### config.mk
export PLATFORM = sky130hd
export DESIGN_NAME = jts16_obj_draw
export DESIGN_NICKNAME = d
export VERILOG_FILES = /design/src/rtl/jts16_obj_draw.sv
export SDC_FILE = /design/constraint.sdc
export NUM_CORES = 1
export LEC_CHECK = 0
export BUFFER_PORTS_ARGS = -buffer_cell sky130_fd_sc_hd__buf_2
export CORE_UTILIZATION = 40
export CTS_CLUSTER_DIAMETER = 50
export DETAILED_ROUTE_END_ITERATION = 10
export MAX_ROUTING_LAYER = met4
export SYNTH_ARGS = -nofsm -noshare
export SYNTH_HDL_FRONTEND = slang
export SYNTH_SLANG_ARGS = --single-unit
### constraint.sdc
create_clock -name clk -period 6.8 [get_ports clk]
set_input_delay 1.36 -clock clk [delete_from_list [all_inputs] [get_ports clk]]
set_output_delay 1.36 -clock clk [all_outputs]
set_load 0.02 [all_outputs]
### src/rtl/jts16_obj_draw.sv
// Object line drawer: fetches 16-bit ROM words (four 4-bit pixels each) and
// writes the opaque pixels into the line buffer, one pixel per clock.
module jts16_obj_draw #(
    parameter int MAXW = 128
) (
    input  logic        clk,
    input  logic        rst_n,
    input  logic        start,
    output logic        busy,
    input  logic [8:0]  xpos,
    input  logic [15:0] offset,
    input  logic [3:0]  bank,
    input  logic [1:0]  prio,
    input  logic [5:0]  pal,
    output logic [18:0] obj_addr,
    output logic        obj_cs,
    input  logic        obj_ok,
    input  logic [15:0] obj_data,
    output logic [8:0]  buf_addr,
    output logic [11:0] buf_data,
    output logic        buf_we
);

    localparam logic [1:0] ST_IDLE = 2'd0;
    localparam logic [1:0] ST_REQ  = 2'd1;
    localparam logic [1:0] ST_PIX  = 2'd2;

    localparam int             WCW    = $clog2(MAXW + 1);
    localparam logic [WCW-1:0] MAXW_W = WCW'(MAXW);

    logic [1:0]     state_q,    state_d;
    logic [1:0]     pix_cnt_q,  pix_cnt_d;
    logic [WCW-1:0] word_cnt_q, word_cnt_d;
    logic [14:0]    addr_q,     addr_d;
    logic           flip_q,     flip_d;
    logic [3:0]     bank_q,     bank_d;
    logic [1:0]     prio_q,     prio_d;
    logic [5:0]     pal_q,      pal_d;
    logic [8:0]     col_q,      col_d;
    logic [15:0]    data_q,     data_d;
    logic           obj_cs_q,   obj_cs_d;
    logic           cs_prev_q,  cs_prev_d;
    logic [18:0]    obj_addr_q, obj_addr_d;

    logic [1:0] nib_sel;
    logic [3:0] pix;
    logic       in_pix;

    // Flipped objects read the word from its low nibble upwards.
    assign nib_sel = flip_q ? pix_cnt_q : ~pix_cnt_q;

    always_comb begin
        pix = 4'd0;
        case (nib_sel)
            2'd0:    pix = data_q[3:0];
            2'd1:    pix = data_q[7:4];
            2'd2:    pix = data_q[11:8];
            default: pix = data_q[15:12];
        endcase
    end

    assign in_pix   = (state_q == ST_PIX);
    assign busy     = (state_q != ST_IDLE);
    assign obj_cs   = obj_cs_q;
    assign obj_addr = obj_addr_q;
    // Buffer outputs are gated by the state so reset clears them at once.
    assign buf_we   = in_pix && (pix != 4'h0) && (pix != 4'hF);
    assign buf_addr = in_pix ? col_q : 9'd0;
    assign buf_data = in_pix ? {prio_q, pal_q, pix} : 12'd0;

    always_comb begin
        state_d    = state_q;
        pix_cnt_d  = pix_cnt_q;
        word_cnt_d = word_cnt_q;
        addr_d     = addr_q;
        flip_d     = flip_q;
        bank_d     = bank_q;
        prio_d     = prio_q;
        pal_d      = pal_q;
        col_d      = col_q;
        data_d     = data_q;
        obj_cs_d   = obj_cs_q;
        obj_addr_d = obj_addr_q;
        cs_prev_d  = obj_cs_q;

        case (state_q)
            ST_IDLE: begin
                if (start) begin
                    col_d      = xpos;
                    flip_d     = offset[15];
                    addr_d     = offset[14:0];
                    bank_d     = bank;
                    prio_d     = prio;
                    pal_d      = pal;
                    word_cnt_d = '0;
                    obj_cs_d   = 1'b1;
                    obj_addr_d = {bank, offset[14:0]};
                    state_d    = ST_REQ;
                end
            end
            ST_REQ: begin
                // A valid already present when the strobe rises is stale.
                if (obj_cs_q && cs_prev_q && obj_ok) begin
                    data_d     = obj_data;
                    obj_cs_d   = 1'b0;
                    word_cnt_d = word_cnt_q + WCW'(1);
                    pix_cnt_d  = 2'd0;
                    state_d    = ST_PIX;
                end
            end
            ST_PIX: begin
                if (pix == 4'hF) begin
                    state_d = ST_IDLE;
                end else begin
                    col_d     = col_q + 9'd1;
                    pix_cnt_d = pix_cnt_q + 2'd1;
                    if (pix_cnt_q == 2'd3) begin
                        if (word_cnt_q == MAXW_W) begin
                            state_d = ST_IDLE;
                        end else begin
                            addr_d     = flip_q ? addr_q - 15'd1 : addr_q + 15'd1;
                            obj_cs_d   = 1'b1;
                            obj_addr_d = {bank_q, addr_d};
                            state_d    = ST_REQ;
                        end
                    end
                end
            end
            default: state_d = ST_IDLE;
        endcase
    end

    always_ff @(posedge clk or negedge rst_n) begin
        if (!rst_n) begin
            state_q    <= ST_IDLE;
            pix_cnt_q  <= 2'd0;
            word_cnt_q <= '0;
            addr_q     <= 15'd0;
            flip_q     <= 1'b0;
            bank_q     <= 4'd0;
            prio_q     <= 2'd0;
            pal_q      <= 6'd0;
            col_q      <= 9'd0;
            data_q     <= 16'd0;
            obj_cs_q   <= 1'b0;
            cs_prev_q  <= 1'b0;
            obj_addr_q <= 19'd0;
        end else begin
            state_q    <= state_d;
            pix_cnt_q  <= pix_cnt_d;
            word_cnt_q <= word_cnt_d;
            addr_q     <= addr_d;
            flip_q     <= flip_d;
            bank_q     <= bank_d;
            prio_q     <= prio_d;
            pal_q      <= pal_d;
            col_q      <= col_d;
            data_q     <= data_d;
            obj_cs_q   <= obj_cs_d;
            cs_prev_q  <= cs_prev_d;
            obj_addr_q <= obj_addr_d;
        end
    end

endmodule
# Word level (Yosys, flattened, before mapping)
# Index checks and enable logic that the tools add are counted.
# classes
n_eq_ne	14
addsub	5
bitwise_logic	1
n_mux	36
n_reduce_logical	20
# op_table
operator	count
$mux 19	4
$mux 15	5
$pmux 19 s2	1
$pmux 15 s2	1
$mux 9	3
$pmux 9 s2	1
$mux 8	2
$pmux 8 s2	1
$add 15x1->15 const B	1
$sub 15x1->15 const B	1
$mux 2	7
$mux 12	1
$pmux 4 s3	1
$reduce_and 3->1	4
$add 9x1->9 const B	1
$add 8x1->8 const B	1
$eq 8x8->1 const B	1
$ne 2x2->1 const B	4
$reduce_bool 2->1	4
$eq 2x2->1 const B	3
$mux 1	6
$pmux 2 s3	1
$reduce_and 6->1	1
$reduce_and 5->1	1
14 further kinds	20
# word_totals
reg_bits	86
wordCells	89

# Longest topological paths before layout
# depth
word_depth	7
mapped_depth	10
depth_no_buf	7

# Least setup slack after synthesis
# Ideal clock, no wire load.
# synth_timing
path_type	reg-to-output
start	reg flip_q
end	out buf_we
arrival_time_ps	2150
path_stages_with_launch	8
path_slack_ps	3290
n_path_buf	2
path_cell_list	dfrtp_1 -> buf_6 -> buf_6 -> mux4_2 -> a211oi_2 -> a31oi_1 -> nand2_1 -> o31a_1
# synth_between
elab_chain_cells	6
word_cells_on_any_way	9
classes_between	eq/ne: 3; mux: 2; reduce/logical: 4
# synth_lines
item	line_no	source
start, declared	35	logic flip_q, flip_d;
start signal, assigned	153	flip_q <= flip_d;
$mux 2 *	50	assign nib_sel = flip_q ? pix_cnt_q : ~pix_cnt_q;
$eq 2x2->1 (tied with other cells)	54	case (nib_sel)
$pmux 4 s3 *	54	
$reduce_bool 4->1	67	assign buf_we = in_pix && (pix != 4'h0) && (pix != 4'hF);
$logic_and 1x1->1	67	
$logic_and 1x1->1 *	67	
end, declared	21	output logic buf_we
# Mark *: on every way between the ends. The rest lies on a longest branch, timed or not.

# Worst setup path after layout
# layout_timing
start	reg state_q[0]
end	out buf_we
# layout_between
elab_chain_cells	3
# layout_lines
item	line_no	source
start, declared	31	logic [1:0] state_q, state_d;
start signal, assigned	149	state_q <= state_d;
$eq 2x2->1	62	assign in_pix = (state_q == ST_PIX);
$logic_and 1x1->1 (2 in series)	67	
# No other way between the ends.

==> qor.yml <==
drtPass1Iterations: 4
cts_max_path_buffers: 2
die_w_um: 107
skew_ps: 13.5
drc: 0
h-tree-depth: 3
detailed_place_hpwl_um: 7680
cp_data_required_time_ps: 5440
ys_seq_area_share_pct: 39.9
antennaDiodeCount: 0
portBuffers: 99
rows: 38
worstPathArrival_ps: 2920
post_cts_buffers: 0
critPathKind: "reg2out"
critPathLaunchType: "register"
cts_tree: "yes"
die_h_um: 107
power.density_nw_per_um2: 549
synth_flop_cell: "dfrtp_1"
clkLatencyLatePin_ps: 360
grt_pass1_wl_um: 18000
async_reset_ff_share_pct: 100
ys_ff_latch: 71
area_delta_synth_final_pct: 17.4
clock.fmax_mhz: 234
synth_edf_count: 0
antenna_found_initial: 0
period_share_pct: 62.9
postLayoutSetupSlackWorst_ps: 2520
cts-buffers-inserted: 9
ant_nets: 0
finalSetupViolCount: 0
syn_nets: 544
track_usage_pct: 20.4
netlist_area_um2: 4450
endpoint_kind: "primary output"
grt_max_degree: 72
min_period_ps: 4280
synth_cell_types: 57
hold_viol: 0
r2r_start: "state_q[0]"
critPathLaunch: "state_q[0]"
peakVddDrop_uv: 252
drive_gt1_share_pct: 28.5
viasPerCell: 5.37
holdCritStartpoint: "obj_cs"
postCtsHoldBufs: 0
synthCells: 469
grt_overflow: 0
clkSlewWorstSetupHoldPaths_ps: 80
dieArea_um2: 11600
drt-wirelength-per-cell_um: 15.5
cts_root_buffer: "clkbuf_8"
vias: 3782
rsz0062_at_grt: "no"
tightestPinTransition_ps: 919
gp_congestion: 0.815
drt_wl_total_um: 10900
tns_ps: 0
drt-initial-drc-count: 179
slew_viol_final: 0
status: "completed"
cts_resized: 0
place_ws_ps: 2930
ios: 100
numClockSinks: 71
mostFrequentLayoutCell: "buf_2"
hold_class: "reg2reg"
yosysWarningCount: 0
nets: 634
p_leak_nw: 2.53
initial_core_util_pct: 41.1
grt_pass1_vias: 3723
final_cell_mix: "98 x buf_2, 82 x nand2_1, 71 x dfrtp_1, 32 x o21ai_0"
drv_cap: 0
core_area_um2: 10800
worstPathMaxFanout: 24
slew_headroom_pct: 38.7
post_synth.cell_area_avg_um2: 9.49
==> through the flow <==
step	util, %	cell area [um^2]	instances	hold WS [ps]	power (W)
after floorplan	-	4450	469	437	0.00211
after global placement	46.2	5010	688	413	0.00245
after detailed placement	46.2	5010	688	427	0.00250
after CTS	48.2	5230	704	447	0.00289
after global routing	48.2	5230	704	458	0.00312
final	48.2	5230	704	443	0.00287
==> sequential cells by signal, indices dropped and copies added (netlist names), 2 cells and up <==
name        flops
data_q         16
addr_q         14
bank_q          4
word_cnt_q      8
pix_cnt_q       2
prio_q          2
state_q         2
obj_addr        5
pal_q           6
col_q           9
==> logic make-up after synthesis <==
family,Yosys count,synth area share (%)
buf+inv,36,4.24
flops,71,39.9
simple gates,184,19.8
compound gates,111,16.7
xor+xnor,6,1.18
mux,43,12.9
fa+ha+maj,18,5.23
==> final cells by class <==
| cell class | count | area [um^2] |
|---|---|---|
| tap | 140 | 175 |
| multi-input combinational | 362 | 2490 |
| sequential | 71 | 1780 |
| inverter | 12 | 45.0 |
| clock buffer | 10 | 138 |
| timing repair buffer | 103 | 528 |
| fill | 1082 | 5620 |
| clock inverter | 6 | 75.1 |
==> cells in the mapped netlist, drive strengths merged, types with 8 or more instances <==
library cell  number  area (um^2)
a21o               8         60.1
a21oi             22          110
and2              19          119
and3              10         62.6
buf                8         80.1
clkbuf            16         63.8
dfrtp             71         1780
ha                17          213
inv               12         45.0
mux2              27          323
mux2i              9         93.8
nand2             83          319
nand3             20          100
nor2              22         82.6
o21ai             32          160
==> worst paths after layout <==
check                             to  depth (start not counted)  slack, ps
max                           buf_we                          7       2520
min                        cs_prev_q                          0        440
max reg2reg                addr_q[8]                          7       3720
min reg2reg                cs_prev_q                          0        440
max in group asynchronous  addr_q[2]                          1       5060
min in group asynchronous  addr_q[6]                          1       1120
==> worst max-delay path: stages (launching register included) <==
cell and delay (ps):
dfrtp_1 580, nand2b_1 640, buf_4 400, a211oi_2 50, a31oi_1 300, nand2_1 240
o31a_1 180, buf_2 160
==> report_power, final <==
| part | internal, W | leakage [nW] | switching, W |
|---|---|---|---|
| registers | 0.000618 | 0.861 | 0.000181 |
| logic | 0.000726 | 1.56 | 0.000973 |
| clock network | 0.000186 | 0.106 | 0.000186 |
==> layer usage <==
layer | share of wire [%] | track usage, % | wire [um]
met2 | 46 | 32.6 | 5040
met3 | 4.4 | 4.30 | 478
met1 | 47 | 25.6 | 5170
met4 | 1.9 | 7.05 | 204
met5 | 0 | - | 0
Note: power is estimated with default switching activity, not from simulation.
